[config.mk]
export PLATFORM = sky130hd
export DESIGN_NAME = uart_tx_queue
export DESIGN_NICKNAME = d
export VERILOG_FILES = /design/src/rtl/uart_tx_queue.sv
export SDC_FILE = /design/constraint.sdc
export NUM_CORES = 1
export LEC_CHECK = 0
export ABC_CLOCK_PERIOD_IN_PS = 3500
export CORE_MARGIN = 3
export CORE_UTILIZATION = 30
export DETAILED_ROUTE_END_ITERATION = 8
export PLACE_DENSITY = 0.48
export SETUP_SLACK_MARGIN = 0.02
export SLEW_MARGIN = 40
export SYNTH_ARGS = -nofsm -noshare
export SYNTH_HDL_FRONTEND = slang
export SYNTH_SLANG_ARGS = --single-unit
export TNS_END_PERCENT = 100
[constraint.sdc]
create_clock -name clk -period 3.5 [get_ports clk]
set_input_delay 0.525 -clock clk [delete_from_list [all_inputs] [get_ports clk]]
set_output_delay 0.525 -clock clk [all_outputs]
set_load 0.02 [all_outputs]
[src/rtl/uart_tx_queue.sv]
// uart_tx_queue: transmit byte queue feeding the simpleuart data register.
// Producers push bytes through a valid/ready port. Bytes are buffered in a
// circular FIFO and then written one at a time into simpleuart through
// reg_dat_we/reg_dat_di, with reg_dat_wait acting as back-pressure.
// Optional feature macro: UART_TX_QUEUE_CRLF_EN. When it is defined, every
// LF is sent as CR followed by LF. When it is undefined, bytes are sent
// exactly as they were queued.
module uart_tx_queue #(
    parameter int DEPTH_LOG2 = 4
) (
    input  logic                  clk,
    input  logic                  resetn,
    input  logic                  in_valid,
    input  logic [7:0]            in_data,
    output logic                  in_ready,
    input  logic                  flush,
    output logic                  reg_dat_we,
    output logic [31:0]           reg_dat_di,
    input  logic                  reg_dat_wait,
    output logic [DEPTH_LOG2:0]   level,
    output logic                  overflow,
    output logic [1:0]            dbg_state
);
    localparam int DEPTH = 1 << DEPTH_LOG2;
    localparam logic [DEPTH_LOG2:0] LEVEL_FULL = (DEPTH_LOG2 + 1)'(DEPTH);

    typedef enum logic [1:0] {
        ST_IDLE   = 2'd0,
`ifdef UART_TX_QUEUE_CRLF_EN
        ST_CRPEND = 2'd2,
`endif
        ST_SEND   = 2'd1
    } state_t;

    logic [7:0]            mem_q [DEPTH];
    logic [DEPTH_LOG2-1:0] wr_ptr_q, wr_ptr_d;
    logic [DEPTH_LOG2-1:0] rd_ptr_q, rd_ptr_d;
    logic [DEPTH_LOG2:0]   level_q, level_d;
    logic                  overflow_q;
    state_t                state_q;
    logic                  we_q;
    logic [7:0]            di_q;

    logic                  full, empty, push, pop, accept;
    logic [7:0]            head;
    logic [7:0]            load_di;
    state_t                load_state;

    // Handshakes:
    //  - The producer side transfers a byte on every cycle where in_valid
    //    and in_ready are both high, unless flush is high in that cycle.
    //  - The simpleuart side accepts a byte on every cycle where reg_dat_we
    //    is high and reg_dat_wait is low.
    //  - While the write strobe is waiting for acceptance, reg_dat_di is
    //    held stable.
    assign full     = (level_q == LEVEL_FULL);
    assign empty    = (level_q == '0);
    assign in_ready = !full && resetn;
    assign push     = in_valid && in_ready && !flush;
    assign accept   = we_q && !reg_dat_wait;
    assign head     = mem_q[rd_ptr_q];

    // Pop decision, FIFO next-state, and the byte/state to load on a pop.
    always_comb begin
        pop = 1'b0;
        case (state_q)
            ST_IDLE: pop = !empty;
            ST_SEND: pop = accept && !empty;
            default: pop = 1'b0;
        endcase
        wr_ptr_d   = wr_ptr_q + DEPTH_LOG2'(push);
        rd_ptr_d   = rd_ptr_q + DEPTH_LOG2'(pop);
        level_d    = level_q + (DEPTH_LOG2 + 1)'(push) - (DEPTH_LOG2 + 1)'(pop);
        load_di    = head;
        load_state = ST_SEND;
`ifdef UART_TX_QUEUE_CRLF_EN
        if (head == 8'h0A) begin
            load_di    = 8'h0D;
            load_state = ST_CRPEND;
        end
`endif
    end

    // Byte storage. Nothing is read here until the level says it is valid,
    // so this storage has no reset.
    always_ff @(posedge clk) begin
        if (push) begin
            mem_q[wr_ptr_q] <= in_data;
        end
    end

    // FIFO bookkeeping and the drain FSM. Flush or reset overrides everything.
    always_ff @(posedge clk) begin
        if (!resetn || flush) begin
            wr_ptr_q   <= '0;
            rd_ptr_q   <= '0;
            level_q    <= '0;
            overflow_q <= 1'b0;
            state_q    <= ST_IDLE;
            we_q       <= 1'b0;
            di_q       <= 8'h00;
        end else begin
            wr_ptr_q <= wr_ptr_d;
            rd_ptr_q <= rd_ptr_d;
            level_q  <= level_d;
            if (in_valid && full) begin
                overflow_q <= 1'b1;
            end
            case (state_q)
                ST_IDLE: begin
                    if (pop) begin
                        we_q    <= 1'b1;
                        di_q    <= load_di;
                        state_q <= load_state;
                    end
                end
                ST_SEND: begin
                    if (accept) begin
                        if (pop) begin
                            di_q    <= load_di;
                            state_q <= load_state;
                        end else begin
                            we_q    <= 1'b0;
                            state_q <= ST_IDLE;
                        end
                    end
                end
`ifdef UART_TX_QUEUE_CRLF_EN
                ST_CRPEND: begin
                    // The CR was accepted, so send the LF it stood in for.
                    // The LF was already popped, so nothing is popped here.
                    if (accept) begin
                        di_q    <= 8'h0A;
                        state_q <= ST_SEND;
                    end
                end
`endif
                default: begin
                    we_q    <= 1'b0;
                    state_q <= ST_IDLE;
                end
            endcase
        end
    end

    assign reg_dat_we = we_q;
    assign reg_dat_di = {24'h0, di_q};
    assign level      = level_q;
    assign overflow   = overflow_q;
    assign dbg_state  = state_q;

endmodule

==> results.txt <==
smallest setup slack after layout = 471 ps
most instantiated cells after synthesis = 128 x edfxtp_1, 28 x buf_4, 24 x dfxtp_1
portion of total power attributed to the clock network = 0.411
crit end category = register
average via count per standard cell = 4.60
cells resized by post-CTS repair = 0
wire length of the first global-routing pass = 19,200 um
share of Yosys cell area claimed by the top area cell type = 0.606
slack of the worst reg-to-reg path = 470 ps
die area = 0.0229 mm^2
leading register cell type out of synthesis = edfxtp_1
sum of net half-perimeters after detailed placement = 8120 um
Arr. time, crit path = 3370 ps
count of unresolved DRC violations after routing = 0
clock buffers created by TritonCTS = 17
area occupied by registers = 0.00433 mm^2
number of antenna violations at the first check in global routing = 0
Antenna Cells = 0
Total Wirelength = 12,600 um
async set-reset flop share out of synthesis = 0
yosys warns = 0
count of routing violations after the opening detailed-route iteration = 139
fraction of layout cells with a size suffix above 1 = 0.159
path class of the lowest-slack min-delay path = reg2reg
Period minus WS final = 3030 ps
vias post-DR = 3,144
worst slack at placement = 429 ps
required time of the worst setup path = 3840 ps
cell types occupying the most area after synthesis = edfxtp_1 61%, mux4_1 8.7%, dfxtp_1 7.6%
combinational share of power = 0.141
Cell Area, Synth = 0.00634 mm^2
total iterations of the first detailed-routing run = 4
synthesized instance count = 348
Ports = 55
vias in the first global route = 3,183
relative max-transition margin = 0.600
GRT overflow = 0
CTS clk-pin slew, worst paths = 60 ps
# port buffers = 29
final net count = 425
final critical-path share of the clock period = 0.865
fillers = 1,945
floorplan die height = 151 um
setup repair after global routing missed its margin = false
Core Footprint = 0.0205 mm^2
number of sinks driven by the clock tree = 152
largest fanout on the critical path = 5
leakage = 2.50 nW
crit path from = level[2]
endpoints failing hold = 0
post-synthesis sequential area ratio = 0.682
final weighted congestion of routability-driven global placement = 0.715
worst IR drop on VDD = 0.311 mV
Starting Density = 0.309
worst clock skew = 6.11 ps
post-synth top area cell = edfxtp_1
net switching power = 1.09 mW
clock latency reported for the late side of the worst-skew pair = 410 ps
Switching Fraction = 0.234
Core Util, Final = 0.367
number of maximum-capacitance violations = 0
CTS Hold Bufs = 0
hold depth = 1
leading cell type by number of instances after synthesis = edfxtp_1
number of flops mapped to enable cells by yosys = 128
slew at the pin closest to its max-slew limit = 599 ps
Worst Hold End = di_q[4]
number of core rows = 52
Avg Inst Size Synth = 18.2 um^2
worst slack on hold paths = 474 ps
final number of setup-violating endpoints = 0
kind of start point of the critical path = register
Final Max Slew Viols = 0
area occupied by multi-input gates = 0.00172 mm^2
run status = finished, final reports clean
buffer levels on the longest clock path = 2
Worst R2R Start = level[2]
beginning of the worst hold path = di_q[4]
clock tree root buffer cell = clkbuf_16
clock tree from TritonCTS = done
Cell variety after synth = 37
Post-DRT Antenna Nets = 0
R2R cell count = 13
area added between synthesis and finish = 18.6%
average detailed-routed wire length per instance = 18.5 um
post-route total power = 4.63 mW
kind of critical path = reg2reg
overall fraction of global-route tracks in use = 0.117
number of setup buffers added after CTS = 0
PwrDens = 616 mW/mm^2
Die X = 151 um
maximum achievable frequency = 330 MHz
final total negative setup slack = 0 ps
Cell Int Power = 3.55 mW
endpoint of the worst register-to-register path = level[4]
H-tree Lvls = 4
portion of total power attributed to sequential cells = 0.448
largest net degree at the start of global routing = 34
Seq cells post-synth = 152
[routing by layer]
| metal | wire length, um | up-vias | track usage |
|---|---|---|---|
| met5 | 0 | - | 0 |
| met4 | 133 | 0 | 0.0340 |
| met3 | 731 | 13 | 0.0299 |
| met2 | 5930 | 80 | 0.178 |
| met1 | 5850 | 1617 | 0.166 |
| li1 | - | 1434 | - |
[worst max path at each step]
stage / endpoint / slack, ps / cells after the start
after global placement: level[4] / 490 / 11
after floorplan: level[4] / 450 / 14
after CTS: level[4] / 460 / 13
after detailed placement: level[4] / 430 / 11
final: level[4] / 470 / 13
after global routing: level[4] / 230 / 13
[worst max-delay path: stages (launching register included)]
cell	delay [ps]
dfxtp_1	320
inv_1	80
ha_1	180
or4b_1	570
nand2_1	140
inv_1	70
ha_1	270
inv_1	40
ha_1	200
fa_1	400
a21oi_1	150
nor2_1	60
or3_1	340
a21oi_1	140
[stage by stage]
step | std cells | area, um^2
6_report | 684 | 7510
3_5_place_dp | 652 | 6890
5_1_grt | 684 | 7510
3_3_place_gp | 652 | 6890
4_1_cts | 684 | 7510
2_1_floorplan | 372 | 6430
[power by group through the flow]
stage          Combinational, mW  Sequential, mW  Clock (mW)
2_1_floorplan              0.362            2.17           0
3_3_place_gp               0.649            2.11           0
3_5_place_dp               0.660            2.11           0
4_1_cts                    0.662            2.08        1.95
5_1_grt                    0.728            2.08        2.04
6_report                   0.653            2.08        1.90
[placed cells by master (no fill, tap or decap), drive strengths merged, types with 2 or more instances in the layout]
cell | Yosys | layout
edfxtp | 128 | 128
mux4 | 32 | 32
clkdlybuf4s50 | 0 | 29
conb | 1 | 25
dfxtp | 24 | 24
buf | 34 | 22
clkbuf | 7 | 22
nor2 | 20 | 20
mux2i | 16 | 16
inv | 12 | 12
ha | 10 | 10
o22ai | 8 | 8
a31o | 8 | 8
and2 | 7 | 7
clkinv | 0 | 6
nand3 | 4 | 4
nor3 | 4 | 4
xnor2 | 4 | 4
a21oi | 4 | 4
bufinv | 0 | 4
o21ai | 3 | 3
nand2b | 3 | 3
xor2 | 3 | 3
nand2 | 2 | 2
nor2b | 2 | 2
nand3b | 2 | 2
or3 | 2 | 2
o2111ai | 2 | 2
[layout make-up]
class	instances	share of cell area
Clock inverter	10	0.0198
Tap cell	270	0.0450
Inverter	12	0.00599
Clock buffer	22	0.0631
Timing Repair Buffer	51	0.0623
Sequential cell	152	0.576
Multi-Input combinational cell	167	0.228
[state kept, by name (all words and copies together), names as in the netlist]
register    cells
dbg_state       1
di_q            8
level           5
mem_q         128
overflow        1
rd_ptr_q        4
reg_dat_we      1
wr_ptr_q        4
[cells by family (layout without fill, tap and decap cells)]
logic type / after synthesis / after routing / synth area share
other: 1 / 25 / 0.000592
muxes: 48 / 48 / 0.151
buffers and inverters: 53 / 95 / 0.0614
DFF: 152 / 152 / 0.682
AOI/OAI and AO/OA: 28 / 28 / 0.0330
xor gates and xnor gates: 7 / 7 / 0.00967
and+or+nand+nor: 48 / 48 / 0.0389
adders and majority gates: 11 / 11 / 0.0229
No activity file was read; power rests on OpenSTA's default activity.
